### src/rtl/lcd_writer.sv
// rtl/lcd_writer.sv - FIFO-buffered HD44780-style LCD write sequencer
//
// Ports:
//   clk, rst_n          clock; asynchronous active-low reset
//   wr_en, wr_is_data,  push a byte (wr_is_data=1 -> rs=1 data write,
//   wr_data[7:0]          0 -> rs=0 command write)
//   full                FIFO holds FIFO_DEPTH entries
//   busy                FIFO non-empty or sequencer not idle
//   lcd_data[7:0],      LCD bus; lcd_rw is tied low (write only)
//   lcd_rs, lcd_rw,
//   lcd_en
//
// Optional feature macro: LCD_WRITER_SIM_PRINT_EN echoes each data byte to the
// simulation console on the falling edge of lcd_en.
module lcd_writer #(
  parameter int FIFO_DEPTH       = 8,
  parameter int SETUP_CYCLES     = 2,
  parameter int PULSE_CYCLES     = 4,
  parameter int HOLD_CYCLES      = 2,
  parameter int EXEC_CYCLES      = 50,
  parameter int LONG_EXEC_CYCLES = 1600
) (
  input  logic       clk,
  input  logic       rst_n,
  input  logic       wr_en,
  input  logic       wr_is_data,
  input  logic [7:0] wr_data,
  output logic       full,
  output logic       busy,
  output logic [7:0] lcd_data,
  output logic       lcd_rs,
  output logic       lcd_rw,
  output logic       lcd_en
);

  localparam int PTR_W = $clog2(FIFO_DEPTH);
  localparam int MAX_A = (SETUP_CYCLES > PULSE_CYCLES) ? SETUP_CYCLES : PULSE_CYCLES;
  localparam int MAX_B = (HOLD_CYCLES > EXEC_CYCLES) ? HOLD_CYCLES : EXEC_CYCLES;
  localparam int MAX_C = (MAX_A > MAX_B) ? MAX_A : MAX_B;
  localparam int MAX_CYC = (MAX_C > LONG_EXEC_CYCLES) ? MAX_C : LONG_EXEC_CYCLES;
  localparam int CNT_W = $clog2(MAX_CYC + 1);

  typedef enum logic [2:0] {S_IDLE, S_SETUP, S_PULSE, S_HOLD, S_EXEC} state_t;

  // FIFO entries are {rs, data}
  logic [8:0]       mem [FIFO_DEPTH];
  logic [PTR_W-1:0] wr_ptr;
  logic [PTR_W-1:0] rd_ptr;
  logic [PTR_W:0]   count;
  logic             push;
  logic             pop;
  logic [8:0]       head;

  state_t           state, state_next;
  logic [CNT_W-1:0] cnt, cnt_next;
  logic             long_q;
  logic             head_long;

  assign full   = (count == (PTR_W+1)'(FIFO_DEPTH));
  assign busy   = (count != '0) || (state != S_IDLE);
  assign lcd_rw = 1'b0;
  assign push   = wr_en && !full;
  assign head   = mem[rd_ptr];
  // Clear display (0x01) and return home (0x02/0x03) need the long wait
  assign head_long = !head[8] && (head[7:0] == 8'h01 || head[7:0] == 8'h02 ||
                                  head[7:0] == 8'h03);

  always_ff @(posedge clk) begin
    if (push) mem[wr_ptr] <= {wr_is_data, wr_data};
  end

  always_ff @(posedge clk or negedge rst_n) begin
    if (!rst_n) begin
      wr_ptr <= '0;
      rd_ptr <= '0;
      count  <= '0;
    end else begin
      if (push) wr_ptr <= wr_ptr + 1'b1;
      if (pop)  rd_ptr <= rd_ptr + 1'b1;
      case ({push, pop})
        2'b10:   count <= count + 1'b1;
        2'b01:   count <= count - 1'b1;
        default: count <= count;
      endcase
    end
  end

  always_ff @(posedge clk or negedge rst_n) begin
    if (!rst_n) begin
      state    <= S_IDLE;
      cnt      <= '0;
      lcd_en   <= 1'b0;
      lcd_data <= 8'h00;
      lcd_rs   <= 1'b0;
      long_q   <= 1'b0;
    end else begin
      state  <= state_next;
      cnt    <= cnt_next;
      // Registered strobe so lcd_en is glitch-free at the pin
      lcd_en <= (state_next == S_PULSE);
      if (pop) begin
        lcd_rs   <= head[8];
        lcd_data <= head[7:0];
        long_q   <= head_long;
      end
    end
  end

  // The shared counter is loaded with N-1 on entry so each state lasts N cycles
  always_comb begin
    state_next = state;
    cnt_next   = cnt;
    pop        = 1'b0;
    case (state)
      S_IDLE: begin
        if (count != '0) begin
          pop        = 1'b1;
          state_next = S_SETUP;
          cnt_next   = CNT_W'(SETUP_CYCLES - 1);
        end
      end
      S_SETUP: begin
        if (cnt == '0) begin
          state_next = S_PULSE;
          cnt_next   = CNT_W'(PULSE_CYCLES - 1);
        end else begin
          cnt_next = cnt - 1'b1;
        end
      end
      S_PULSE: begin
        if (cnt == '0) begin
          state_next = S_HOLD;
          cnt_next   = CNT_W'(HOLD_CYCLES - 1);
        end else begin
          cnt_next = cnt - 1'b1;
        end
      end
      S_HOLD: begin
        if (cnt == '0) begin
          state_next = S_EXEC;
          cnt_next   = long_q ? CNT_W'(LONG_EXEC_CYCLES - 1) : CNT_W'(EXEC_CYCLES - 1);
        end else begin
          cnt_next = cnt - 1'b1;
        end
      end
      S_EXEC: begin
        if (cnt == '0) begin
          state_next = S_IDLE;
        end else begin
          cnt_next = cnt - 1'b1;
        end
      end
      default: begin
        state_next = S_IDLE;
        cnt_next   = '0;
      end
    endcase
  end

`ifdef LCD_WRITER_SIM_PRINT_EN
  always @(negedge lcd_en) begin
    if (rst_n && lcd_rs) $write("%c", lcd_data);
  end
`else
`endif

endmodule
### config.mk
export PLATFORM = sky130hd
export DESIGN_NAME = lcd_writer
export DESIGN_NICKNAME = d
export VERILOG_FILES = /design/src/rtl/lcd_writer.sv
export SDC_FILE = /design/constraint.sdc
export NUM_CORES = 1
export LEC_CHECK = 0
export CORE_ASPECT_RATIO = 1.75
export CORE_MARGIN = 1.5
export CORE_UTILIZATION = 55
export DETAILED_ROUTE_END_ITERATION = 12
export PLACE_DENSITY = 0.82
export SLEW_MARGIN = 20
export SYNTH_ARGS = -nofsm -noshare
export SYNTH_HDL_FRONTEND = slang
export SYNTH_SLANG_ARGS = --single-unit
### constraint.sdc
create_clock -name clk -period 5.7 [get_ports clk]
set_input_delay 1.14 -clock clk [delete_from_list [all_inputs] [get_ports clk]]
set_output_delay 1.14 -clock clk [all_outputs]
set_load 0.02 [all_outputs]
==> results by group <==
Place
  • PortBufs: 23
  • DP HPWL: 5.94 mm
  • Placed Instance Area: 4950 um^2
  • Dpl ws: 2270 ps
  • Final GP Congestion: 0.951

STA
  • Setup TNS Final: 0 ps
  • Setup ws final: 2180 ps
  • Final period util: 61.8%
  • Final Skew: 5.34 ps
  • Fin crit period: 3520 ps
  • Fmax: 0.284 GHz
  • Slew margin rel.: 36.0%
  • Setup-failing EPs final: 0
  • Fin. max-slew vios: 0
  • RSZ-0062 raised after global routing: no
  • Final hold vios: 0
  • Least-Margin Pin Slew: 956 ps

Synth
  • Top post-synthesis cells by area: edfxtp_1 47%, dfrtp_1 19%, mux4_2 8.8%
  • Cell variety after synth: 49
  • Ys Warns: 0
  • Cell Area, Synth: 4600 um^2
  • Synth Area per Inst: 14.5 um^2
  • Cell count after synthesis: 317
  • Leading area contributor after synthesis: edfxtp_1
  • Post-synth EDFFs: 72
  • Sequential fraction of the synthesis area: 66.0%
  • Synth Net Count: 336
  • Share of the synthesized area in the top cell type: 47.0%
  • Asr flop ratio synth: 32.7%
  • Top FF cell, synth: edfxtp_1
  • Yosys reg bits: 107

Global route
  • Largest net degree at the start of global routing: 36
  • Vias in the first global route: 2,774
  • First-pass GRT wire length: 13.8 mm
  • Overall Global Routing Usage: 21.1%
  • Grt ovf: 0
  • Antenna violations before repair: 0

Final layout
  • Final core occ: 63.6%
  • N_diodes: 0
  • Area growth from synthesis to layout: 13.3%
  • Layout cell share with drive strength beyond 1: 12.6%
  • Final instance area: 5220 um^2
  • Final layout net count: 363
  • Fill cells: 594

Die
  • # IOs: 25
  • Die width: 72.2 um
  • Die area: 8950 um^2
  • Core region area: 8200 um^2
  • Starting Density: 56.1%
  • Die Y: 124 um
  • Row Count: 44

CTS
  • Max Root-Sink Buffers: 2
  • Clock root cell: clkbuf_16
  • Clk slew on worst S/H paths: 70 ps
  • Post-CTS Setup Bufs: 0
  • Cells resized by post-CTS repair: 0
  • Cts hold-fix bufs: 0
  • CTS Buf Count: 9
  • H-tree depth reported by CTS: 3
  • Sink Count: 107
  • CTS tree: done
  • Clk Latency, worst-skew pair: 340 ps

Critical path
  • Kind of critical path: flop to primary output
  • CP Launch Type: flop
  • Critical Path RT: 4560 ps
  • Worst setup EP type: primary output
  • Crit path DAT: 2380 ps
  • CP max FO: 10

Drt
  • Final wirelength: 8.57 mm
  • Routed WL per cell: 19.4 um
  • Vias: 2,716
  • Routed Antenna Nets: 0
  • DRT iter0 DRCs: 165
  • Drc violations: 0
  • Via/cell ratio: 6.16
  • Drt first pass iters: 4

Power and ir drop
  • LEAKAGE: 1.86 nW
  • Peak VDD IR: 281 uV
  • P per Cell Area: 403 nW/um^2

Flow run
  • Number of max-cap violations: 0

Status
  • Status: complete, no violations

Hold path
  • HP Class: flop to flop
==> worst max-delay path, stage by stage (launching register included) <==
cell and delay (ps):
dfrtp_1 430, nor4_1 590, nand2_1 390, clkdlybuf4s50_1 640
==> kinds of logic (layout without fill, tap and decap cells) <==
group | after synthesis | in the layout | share of synthesized area [%]
simple gates | 93 | 93 | 10.5
compound gates | 45 | 45 | 6.11
xor+xnor | 11 | 11 | 2.09
flops | 107 | 107 | 66.0
buf+inv | 25 | 57 | 2.17
mux | 28 | 28 | 11.0
other cells | 1 | 1 | 0.0814
fa+ha+maj | 7 | 7 | 2.07
==> state kept, by name, summed over array words and instances (netlist names) <==
register	flops
lcd_data	8
lcd_en	1
cnt	11
count	4
mem	72
wr_ptr	3
state	3
long_q	1
rd_ptr	3
lcd_rs	1
==> layout by cell type, fill, tap and decap left out, types with 2 or more instances in the layout <==
cell type | Yosys | layout
nand4_1 | 9 | 9
nand2b_1 | 5 | 5
a21oi_1 | 11 | 11
nor2_1 | 15 | 15
inv_1 | 12 | 12
ha_1 | 6 | 6
nor3_1 | 15 | 14
nor2b_1 | 2 | 2
mux2i_1 | 10 | 10
clkdlybuf4s50_1 | 0 | 23
mux4_2 | 18 | 18
and2_1 | 2 | 2
clkinv_1 | 1 | 4
xor2_1 | 5 | 5
or3_1 | 3 | 3
or4_4 | 2 | 2
nand2_1 | 25 | 25
xnor2_1 | 6 | 6
buf_4 | 1 | 5
nand3_1 | 5 | 5
a211o_1 | 2 | 2
o21ai_0 | 19 | 19
edfxtp_1 | 72 | 72
dfrtp_1 | 35 | 35
a2111oi_0 | 2 | 2
clkbuf_16 | 0 | 9
==> Yosys cell counts, types with 2 or more instances <==
cell type / instances
nor2_1: 15
nand4_1: 9
mux2i_1: 10
mux4_2: 18
edfxtp_1: 72
nand2b_1: 5
and2_1: 2
clkbuf_1: 8
buf_2: 2
o21ai_0: 19
or3_1: 3
nor3_1: 15
or4_4: 2
inv_1: 12
nand2_1: 25
ha_1: 6
xnor2_1: 6
dfrtp_1: 35
nor2b_1: 2
xor2_1: 5
nor4_1: 2
nand3_1: 5
a2111oi_0: 2
a211o_1: 2
a21oi_1: 11
==> final timing paths <==
path / depth (start not counted) / startpoint / slack (ps) / to
worst max-delay path: 3 / count[0] / 2180 / busy
worst min-delay path: 1 / count[3] / 500 / count[3]
worst max register to register: 10 / count[0] / 2340 / count[3]
worst min register to register: 1 / count[3] / 500 / count[3]
max in group asynchronous: 2 / rst_n / 4180 / cnt[6]
min in group asynchronous: 2 / rst_n / 1200 / count[1]
==> layer usage <==
metal | vias to the layer above | track usage [%] | share of wire, %
met5 | - | 0 | 0
met4 | 0 | 10.7 | 2.9
met3 | 21 | 3.72 | 3.0
met2 | 59 | 38.5 | 57
met1 | 1373 | 23.2 | 37
li1 | 1263 | - | -
==> where the power goes <==
group	leakage, nW	total [mW]	internal, mW	switching [mW]
registers	1.09	1.06	0.965	0.0985
clock network	0.125	0.545	0.291	0.253
logic	0.647	0.497	0.223	0.274
==> area by class of cell <==
cell class	instances	area (um^2)	share of cell area, %
Clock buffer	10	229	4.39
Clock inverter	6	32.5	0.624
Inverter	13	48.8	0.935
Multi-Input combinational cell	185	1490	28.5
Sequential cell	107	3040	58.2
Tap cell	92	115	2.21
Timing Repair Buffer	28	268	5.13
==> through the flow <==
step | instances | hold WS, ps | power, mW
6_report | 441 | 501 | 2.11
5_1_grt | 441 | 518 | 2.21
4_1_cts | 441 | 500 | 2.12
3_5_place_dp | 425 | 485 | 1.57
3_3_place_gp | 425 | 482 | 1.55
2_1_floorplan | 317 | 464 | 1.40
Power figures use the tool's default switching activity.
